**config.mk**
```make
export PLATFORM = sky130hd
export DESIGN_NAME = matrix_scan_ctrl
export DESIGN_NICKNAME = d
export VERILOG_FILES = /design/src/rtl/matrix_scan_ctrl.sv
export SDC_FILE = /design/constraint.sdc
export NUM_CORES = 1
export LEC_CHECK = 0
export BUFFER_PORTS_ARGS = -buffer_cell sky130_fd_sc_hd__buf_2
export CELL_PAD_IN_SITES_DETAIL_PLACEMENT = 1
export CELL_PAD_IN_SITES_GLOBAL_PLACEMENT = 1
export CORE_MARGIN = 1.5
export CORE_UTILIZATION = 38
export DETAILED_ROUTE_END_ITERATION = 6
export MAX_ROUTING_LAYER = met4
export PLACE_DENSITY = 0.75
export SLEW_MARGIN = 25
export SYNTH_ARGS = -nofsm -noshare
export SYNTH_HDL_FRONTEND = slang
export SYNTH_SLANG_ARGS = --single-unit
```
**constraint.sdc**
```tcl
create_clock -name clk_ref -period 2.1 [get_ports clk_ref]
set_input_delay 0.42 -clock clk_ref [delete_from_list [all_inputs] [get_ports clk_ref]]
set_output_delay 0.42 -clock clk_ref [all_outputs]
set_load 0.03 [all_outputs]
```
**src/rtl/matrix_scan_ctrl.sv**
```systemverilog
// ---------------------------------------------------------------------------
// matrix_scan_ctrl
//
// Consumer of the tactile scan pulse generator. Converts the end-of-row
// pulse (pulse_sw) and the cell-slot pulse (pulse_rd) into registered
// switch/read wire selects. Runs one ADC conversion per accepted cell slot
// after a settle delay and emits each sample as a tagged pixel on a
// valid/ready stream. Also flags row misalignment (sticky sync_err) and
// counts slots dropped because the previous pixel was still in flight.
//
// Optional feature macro: SCAN_DROP_CNT_EN
//   defined   : 16-bit saturating drop counter drives drop_cnt
//   undefined : counter removed, drop_cnt tied to 0 (drop behaviour itself
//               is unchanged)
//
// Ports
//   clk_ref            in   single clock
//   rst_n              in   asynchronous active-low reset
//   active_on          in   scan enable
//   pulse_sw           in   end-of-row marker, one cycle
//   pulse_rd           in   cell-slot start, one cycle
//   sw_sel  [ROW_W]    out  active row index
//   sw_en              out  row driver enable (active_on delayed one cycle)
//   rd_sel  [COL_W]    out  active column index
//   adc_start          out  conversion request, one cycle
//   adc_done           in   conversion complete, one cycle
//   adc_data [ADC_W]   in   sample, valid with adc_done
//   px_valid / px_ready     pixel handshake
//   px_data [ADC_W]    out  pixel sample
//   px_row  [ROW_W]    out  pixel row tag
//   px_col  [COL_W]    out  pixel column tag
//   px_sof / px_eof    out  pixel is (0,0) / (SW-1,RD-1), qualified by px_valid
//   sync_err           out  sticky row misalignment flag
//   drop_cnt [16]      out  dropped-slot count
//   dbg_state [3]      out  current FSM state (state_t encoding)
//
// Handshake: a pixel transfers on a rising clk_ref edge where px_valid and
// px_ready are both high. Once raised, px_valid and the whole payload hold
// stable until that edge; px_valid is low the cycle after, so at most one
// pixel is ever in flight.
//
// Timing: pulse inputs and active_on are registered first. A pulse_rd
// sampled at edge N is acted on at edge N+1 (selects update there), and
// adc_start is high in the cycle following edge N+1+SETTLE.
// ---------------------------------------------------------------------------
module matrix_scan_ctrl #(
  parameter int SW_WIRE_CNT = 16,
  parameter int RD_WIRE_CNT = 16,
  parameter int ADC_W       = 12,
  parameter int SETTLE      = 2,
  localparam int ROW_W = (SW_WIRE_CNT > 1) ? $clog2(SW_WIRE_CNT) : 1,
  localparam int COL_W = (RD_WIRE_CNT > 1) ? $clog2(RD_WIRE_CNT) : 1
) (
  input  logic             clk_ref,
  input  logic             rst_n,
  input  logic             active_on,
  input  logic             pulse_sw,
  input  logic             pulse_rd,
  output logic [ROW_W-1:0] sw_sel,
  output logic             sw_en,
  output logic [COL_W-1:0] rd_sel,
  output logic             adc_start,
  input  logic             adc_done,
  input  logic [ADC_W-1:0] adc_data,
  output logic             px_valid,
  input  logic             px_ready,
  output logic [ADC_W-1:0] px_data,
  output logic [ROW_W-1:0] px_row,
  output logic [COL_W-1:0] px_col,
  output logic             px_sof,
  output logic             px_eof,
  output logic             sync_err,
  output logic [15:0]      drop_cnt,
  output logic [2:0]       dbg_state
);

  localparam int CNT_W       = (SETTLE > 1) ? $clog2(SETTLE) : 1;
  localparam int SETTLE_LAST = (SETTLE > 0) ? SETTLE - 1 : 0;

  localparam logic [ROW_W-1:0] ROW_LAST   = ROW_W'(SW_WIRE_CNT - 1);
  localparam logic [COL_W-1:0] COL_LAST   = COL_W'(RD_WIRE_CNT - 1);
  localparam logic [CNT_W-1:0] SETTLE_END = CNT_W'(SETTLE_LAST);

  typedef enum logic [2:0] {
    S_IDLE   = 3'd0,
    S_SETTLE = 3'd1,
    S_CONV   = 3'd2,
    S_WAIT   = 3'd3,
    S_OUT    = 3'd4
  } state_t;

  state_t             state_q, state_d;

  // Registered copies of the scan-side inputs.
  logic               active_q;
  logic               pulse_rd_q;
  logic               pulse_sw_q;

  // Next-cell pointer.
  logic [ROW_W-1:0]   nrow_q, nrow_d;
  logic [COL_W-1:0]   ncol_q, ncol_d;

  logic [ROW_W-1:0]   sw_sel_q, sw_sel_d;
  logic [COL_W-1:0]   rd_sel_q, rd_sel_d;
  logic [ROW_W-1:0]   px_row_q, px_row_d;
  logic [COL_W-1:0]   px_col_q, px_col_d;
  logic [ADC_W-1:0]   px_data_q, px_data_d;
  logic               px_valid_q, px_valid_d;
  logic               px_sof_q, px_sof_d;
  logic               px_eof_q, px_eof_d;
  logic               adc_start_q, adc_start_d;
  logic               sync_err_q, sync_err_d;
  logic [CNT_W-1:0]   settle_cnt_q, settle_cnt_d;

  // Qualified scan events; everything is ignored while the scan is disabled.
  logic               rd_ev;
  logic               sw_ev;
  logic               in_idle;
  logic               accept;
  logic               col_last;
  logic [ROW_W-1:0]   row_inc;

  assign rd_ev    = active_q & pulse_rd_q;
  assign sw_ev    = active_q & pulse_sw_q;
  assign in_idle  = (state_q == S_IDLE);
  assign accept   = rd_ev & in_idle;
  assign col_last = (ncol_q == COL_LAST);
  assign row_inc  = (nrow_q == ROW_LAST) ? '0 : nrow_q + ROW_W'(1);

  // -------------------------------------------------------------------------
  // Pointer and misalignment tracking
  // -------------------------------------------------------------------------
  always_comb begin
    nrow_d     = nrow_q;
    ncol_d     = ncol_q;
    sync_err_d = sync_err_q;

    if (in_idle && !active_q) begin
      // Disabled and idle: the next enabled scan restarts at (0,0).
      nrow_d = '0;
      ncol_d = '0;
    end else if (sw_ev) begin
      // End-of-row overrides the normal advance. It must land on the last
      // column's slot; anything else means the generator and we disagree.
      nrow_d = row_inc;
      ncol_d = '0;
      if (!rd_ev || !col_last) begin
        sync_err_d = 1'b1;
      end
    end else if (rd_ev) begin
      // Accepted and dropped slots advance the pointer alike.
      if (col_last) begin
        ncol_d = '0;
        nrow_d = row_inc;
      end else begin
        ncol_d = ncol_q + COL_W'(1);
      end
    end
  end

  // -------------------------------------------------------------------------
  // Measurement FSM
  // -------------------------------------------------------------------------
  always_comb begin
    state_d      = state_q;
    sw_sel_d     = sw_sel_q;
    rd_sel_d     = rd_sel_q;
    px_row_d     = px_row_q;
    px_col_d     = px_col_q;
    px_data_d    = px_data_q;
    px_valid_d   = px_valid_q;
    px_sof_d     = px_sof_q;
    px_eof_d     = px_eof_q;
    settle_cnt_d = settle_cnt_q;

    unique case (state_q)
      S_IDLE: begin
        if (accept) begin
          sw_sel_d     = nrow_q;
          rd_sel_d     = ncol_q;
          px_row_d     = nrow_q;
          px_col_d     = ncol_q;
          settle_cnt_d = '0;
          state_d      = (SETTLE == 0) ? S_CONV : S_SETTLE;
        end
      end

      S_SETTLE: begin
        if (settle_cnt_q == SETTLE_END) begin
          state_d = S_CONV;
        end else begin
          settle_cnt_d = settle_cnt_q + CNT_W'(1);
        end
      end

      S_CONV: begin
        state_d = S_WAIT;
      end

      S_WAIT: begin
        if (adc_done) begin
          px_data_d  = adc_data;
          px_valid_d = 1'b1;
          px_sof_d   = (px_row_q == '0) && (px_col_q == '0);
          px_eof_d   = (px_row_q == ROW_LAST) && (px_col_q == COL_LAST);
          state_d    = S_OUT;
        end
      end

      S_OUT: begin
        if (px_ready) begin
          px_valid_d = 1'b0;
          px_sof_d   = 1'b0;
          px_eof_d   = 1'b0;
          state_d    = S_IDLE;
        end
      end

      default: begin
        state_d = S_IDLE;
      end
    endcase
  end

  // adc_start is high for exactly the one cycle the FSM spends in CONV.
  assign adc_start_d = (state_d == S_CONV);

  always_ff @(posedge clk_ref or negedge rst_n) begin
    if (!rst_n) begin
      state_q      <= S_IDLE;
      active_q     <= 1'b0;
      pulse_rd_q   <= 1'b0;
      pulse_sw_q   <= 1'b0;
      nrow_q       <= '0;
      ncol_q       <= '0;
      sw_sel_q     <= '0;
      rd_sel_q     <= '0;
      px_row_q     <= '0;
      px_col_q     <= '0;
      px_data_q    <= '0;
      px_valid_q   <= 1'b0;
      px_sof_q     <= 1'b0;
      px_eof_q     <= 1'b0;
      adc_start_q  <= 1'b0;
      sync_err_q   <= 1'b0;
      settle_cnt_q <= '0;
    end else begin
      state_q      <= state_d;
      active_q     <= active_on;
      pulse_rd_q   <= pulse_rd;
      pulse_sw_q   <= pulse_sw;
      nrow_q       <= nrow_d;
      ncol_q       <= ncol_d;
      sw_sel_q     <= sw_sel_d;
      rd_sel_q     <= rd_sel_d;
      px_row_q     <= px_row_d;
      px_col_q     <= px_col_d;
      px_data_q    <= px_data_d;
      px_valid_q   <= px_valid_d;
      px_sof_q     <= px_sof_d;
      px_eof_q     <= px_eof_d;
      adc_start_q  <= adc_start_d;
      sync_err_q   <= sync_err_d;
      settle_cnt_q <= settle_cnt_d;
    end
  end

  // -------------------------------------------------------------------------
  // Dropped-slot counter
  // -------------------------------------------------------------------------
`ifdef SCAN_DROP_CNT_EN
  logic        drop;
  logic [15:0] drop_cnt_q, drop_cnt_d;

  // A slot arriving while a pixel is still in flight (including the cycle
  // the OUT handshake completes) cannot be measured.
  assign drop = rd_ev & ~in_idle;

  always_comb begin
    drop_cnt_d = drop_cnt_q;
    if (drop && (drop_cnt_q != 16'hFFFF)) begin
      drop_cnt_d = drop_cnt_q + 16'd1;
    end
  end

  always_ff @(posedge clk_ref or negedge rst_n) begin
    if (!rst_n) begin
      drop_cnt_q <= '0;
    end else begin
      drop_cnt_q <= drop_cnt_d;
    end
  end

  assign drop_cnt = drop_cnt_q;
`else
  assign drop_cnt = '0;
`endif

  assign sw_sel    = sw_sel_q;
  assign sw_en     = active_q;
  assign rd_sel    = rd_sel_q;
  assign adc_start = adc_start_q;
  assign px_valid  = px_valid_q;
  assign px_data   = px_data_q;
  assign px_row    = px_row_q;
  assign px_col    = px_col_q;
  assign px_sof    = px_sof_q;
  assign px_eof    = px_eof_q;
  assign sync_err  = sync_err_q;
  assign dbg_state = state_q;

endmodule

```
==> impl_metrics.toml <==
[run_status]
run_status = "finished clean"

[route]
vias_per_cell = 4.82
drt_iter0_markers = 40
drt-pass1-iter-count = 4
drc = 0
drt_wl_total_mm = 3.83
num_vias = 1364
detail_route.wl_per_cell_um = 13.5
route.antenna.remaining_nets = 0

[timing]
final_period_minus_worst_setup_slack_ns = 1.66
totalNegativeSetupSlack_ns = 0
fmaxAchievable_mhz = 601
report.final.setup_viol = 0
hold_violations = 0
rsz0062_at_grt = "false"
post-route-period-util = 0.792
fin_worst_skew_ns = 0.00912
slew_viol_final = 0

[setup_path]
critical_path_required_ns = 2.28
critical-path-slowest-cell = "sky130_fd_sc_hd__dfrtp_1"
sequence_of_cells_on_the_critical_path = "ha_1 > a41oi_4 > mux2_2 > a22o_1"
cp.arrival_ns = 1.85
critical_path.max_stage_delay_ns = 0.45
start_kind = "flip-flop"
setup.worst_path.class = "flip-flop to flip-flop"
critPathMaxFanout = 7
critical-path-top-delay-family = "flip-flops"
worstReg2RegStart = "ncol_q[0]$_DFFE_PN0P_"
worstSetupStartpoint = "ncol_q[0]$_DFFE_PN0P_"
worst-path-buf-inv = 0
category_of_the_worst_setup_path_capture_point = "flip-flop"

[clocking]
clock-sinks = 40
cts_setup_buffers = 0
tritoncts_clock_tree = "yes"
cts.path.max_buffers = 2
htree_levels = 2
holdBufCountCts = 0
clk_transition_reported_paths_ns = 0.08
cts-resized-gates = 0
cts_buffers = 5
cts-root-buf = "sky130_fd_sc_hd__clkbuf_8"
clock_latency_at_the_later_pin_of_the_worst_skew_pair_ns = 0.30

[synth]
ys_top_cells_by_count = "sky130_fd_sc_hd__dfrtp_1, sky130_fd_sc_hd__buf_4, sky130_fd_sc_hd__mux2_2"
yosysWarningCount = 0
synth.top_cell.area_share = 0.503
asyncSetResetFlopFracSynth = 1.00
synth_area_leader_cell = "sky130_fd_sc_hd__dfrtp_1"
synth-edff-count = 0
distinct_cell_type_count_after_synthesis = 40
ys_top_cells_by_area = "sky130_fd_sc_hd__dfrtp_1, sky130_fd_sc_hd__buf_4, sky130_fd_sc_hd__mux2_2"
synth_area_per_cell_um2 = 12.3
synth_ff_type = "sky130_fd_sc_hd__dfrtp_1"
synth_sequential_area_ratio = 0.503
ys_seq_elements = 40
netlist_area_mm2 = 0.00199
synthesis.instances = 162
synthMostInstantiatedCell = "sky130_fd_sc_hd__dfrtp_1"

[grt]
grt_remaining_overflow = 0
grt_usage = 0.152
grt_antenna_before_repair = 0
first_pass_grt_wire_length_mm = 6.26
grt_pass1_vias = 1270
largest_net_degree_at_the_start_of_global_routing = 22

[layout]
drive_above_1_share = 0.432
design_area_mm2 = 0.00233
post_synthesis_to_final_layout_area_growth_pct = 17.2
fillerInstances = 603
num_antenna_cells = 0
fin_cells = 283
num-nets-final = 233

[placement]
final_replace_weighted_congestion = 0.751
dp.cells = 275
detailed_place.area_mm2 = 0.00222
dpl.hpwl_mm = 2.88
port_buffers = 55

[die]
design.core.area_mm2 = 0.00507
initial_utilization = 0.392
boundaryPins = 72
design.die.area_mm2 = 0.00568
fp.dieH_um = 75.4
dieWidth_um = 75.4
std_cell_rows = 26

[min_path]
hp-class = "input port to async pin"

[power_and_ir_drop]
power_leakage_nw = 1.18
powerDensity_mw_per_mm2 = 1480
power.ir.vdd_worst_v = 0.000408

[flow_run]
max-cap-violations = 0
## registers in the layout, indices dropped and copies added (netlist names)
register      flops
adc_start         1
dbg_state         3
ncol_q            4
nrow_q            4
pulse_rd_q        1
pulse_sw_q        1
px_col            4
px_data          12
px_eof            1
px_row            4
px_sof            1
px_valid          1
settle_cnt_q      1
sw_en             1
sync_err          1
## per-stage QoR
stage	hold slack (ns)	util	worst slack, ns	power, mW
floorplan	0.124	-	0.416	2.51
global placement	0.401	0.438	0.476	2.81
detailed placement	0.405	0.438	0.430	2.86
CTS	0.0779	0.460	0.422	3.50
global route	0.0912	0.460	0.332	3.69
finish	0.0625	0.460	0.437	3.45
## cells by family (layout without fill, tap and decap cells)
group	Yosys count	count (layout)	share of synthesized area
AND/OR/NAND/NOR	34	34	0.108
XOR/XNOR	1	1	0.00440
AO/OA/AOI/OAI	26	26	0.101
flip-flops	40	40	0.503
multiplexers	24	24	0.150
other	1	16	0.00188
buffers and inverters	34	70	0.119
adder cells (fa/ha/maj)	2	2	0.0126
## metal layers
layer  routed length (um)  track usage  part of all wire  vias to the layer above
met4                   68       0.0655             0.018                        0
met2                 1800        0.227              0.47                       45
met3                  306       0.0423             0.080                        8
met5                    0            -                 0                        -
li1                     -            -                 -                      639
met1                 1650        0.193              0.43                      672
## power by group
| group | internal (mW) | switching, mW | total, mW |
|---|---|---|---|
| Sequential | 1.03 | 0.224 | 1.26 |
| Clock | 0.352 | 0.277 | 0.629 |
| Combinational | 0.578 | 0.986 | 1.56 |
## layout by cell type, fill, tap and decap left out, types with 2 or more instances in the layout
| cell type | instances |
|---|---|
| sky130_fd_sc_hd__a22o_1 | 2 |
| sky130_fd_sc_hd__o21ai_0 | 7 |
| sky130_fd_sc_hd__mux2_2 | 13 |
| sky130_fd_sc_hd__a21oi_1 | 2 |
| sky130_fd_sc_hd__buf_4 | 2 |
| sky130_fd_sc_hd__nand2b_1 | 3 |
| sky130_fd_sc_hd__mux2_4 | 8 |
| sky130_fd_sc_hd__ha_1 | 2 |
| sky130_fd_sc_hd__clkbuf_8 | 5 |
| sky130_fd_sc_hd__a31oi_1 | 3 |
| sky130_fd_sc_hd__inv_1 | 4 |
| sky130_fd_sc_hd__nor4_1 | 2 |
| sky130_fd_sc_hd__conb_1 | 16 |
| sky130_fd_sc_hd__and3b_1 | 2 |
| sky130_fd_sc_hd__nor2_1 | 4 |
| sky130_fd_sc_hd__buf_2 | 55 |
| sky130_fd_sc_hd__nor3_1 | 2 |
| sky130_fd_sc_hd__nand4_1 | 3 |
| sky130_fd_sc_hd__mux2i_1 | 2 |
| sky130_fd_sc_hd__dfrtp_1 | 40 |
| sky130_fd_sc_hd__nand2_1 | 12 |
| sky130_fd_sc_hd__o2bb2ai_1 | 2 |
## layout make-up
type,count,area [um^2],share of cell area
clock inverters,3,42.5,0.0182
clock buffers,5,68.8,0.0295
inverters,4,15.0,0.00644
well taps,70,87.6,0.0376
multi-input cells,103,807,0.346
flip-flops and latches,40,1000,0.429
repair buffers,58,310,0.133
## worst paths after layout
path	endpoint	slack, ns	depth (start not counted)
min	px_data[2]$_DFFE_PN0P_	0.06	1
max	nrow_q[0]$_DFFE_PN0P_	0.44	4
min reg2reg	sync_err$_DFFE_PN0P_	0.48	1
max in group asynchronous	ncol_q[2]$_DFFE_PN0P_	1.56	2
max reg2reg	nrow_q[0]$_DFFE_PN0P_	0.44	4
min in group clk_ref	sw_en$_DFF_PN0_	0.23	1
No activity file was read; power rests on OpenSTA's default activity.
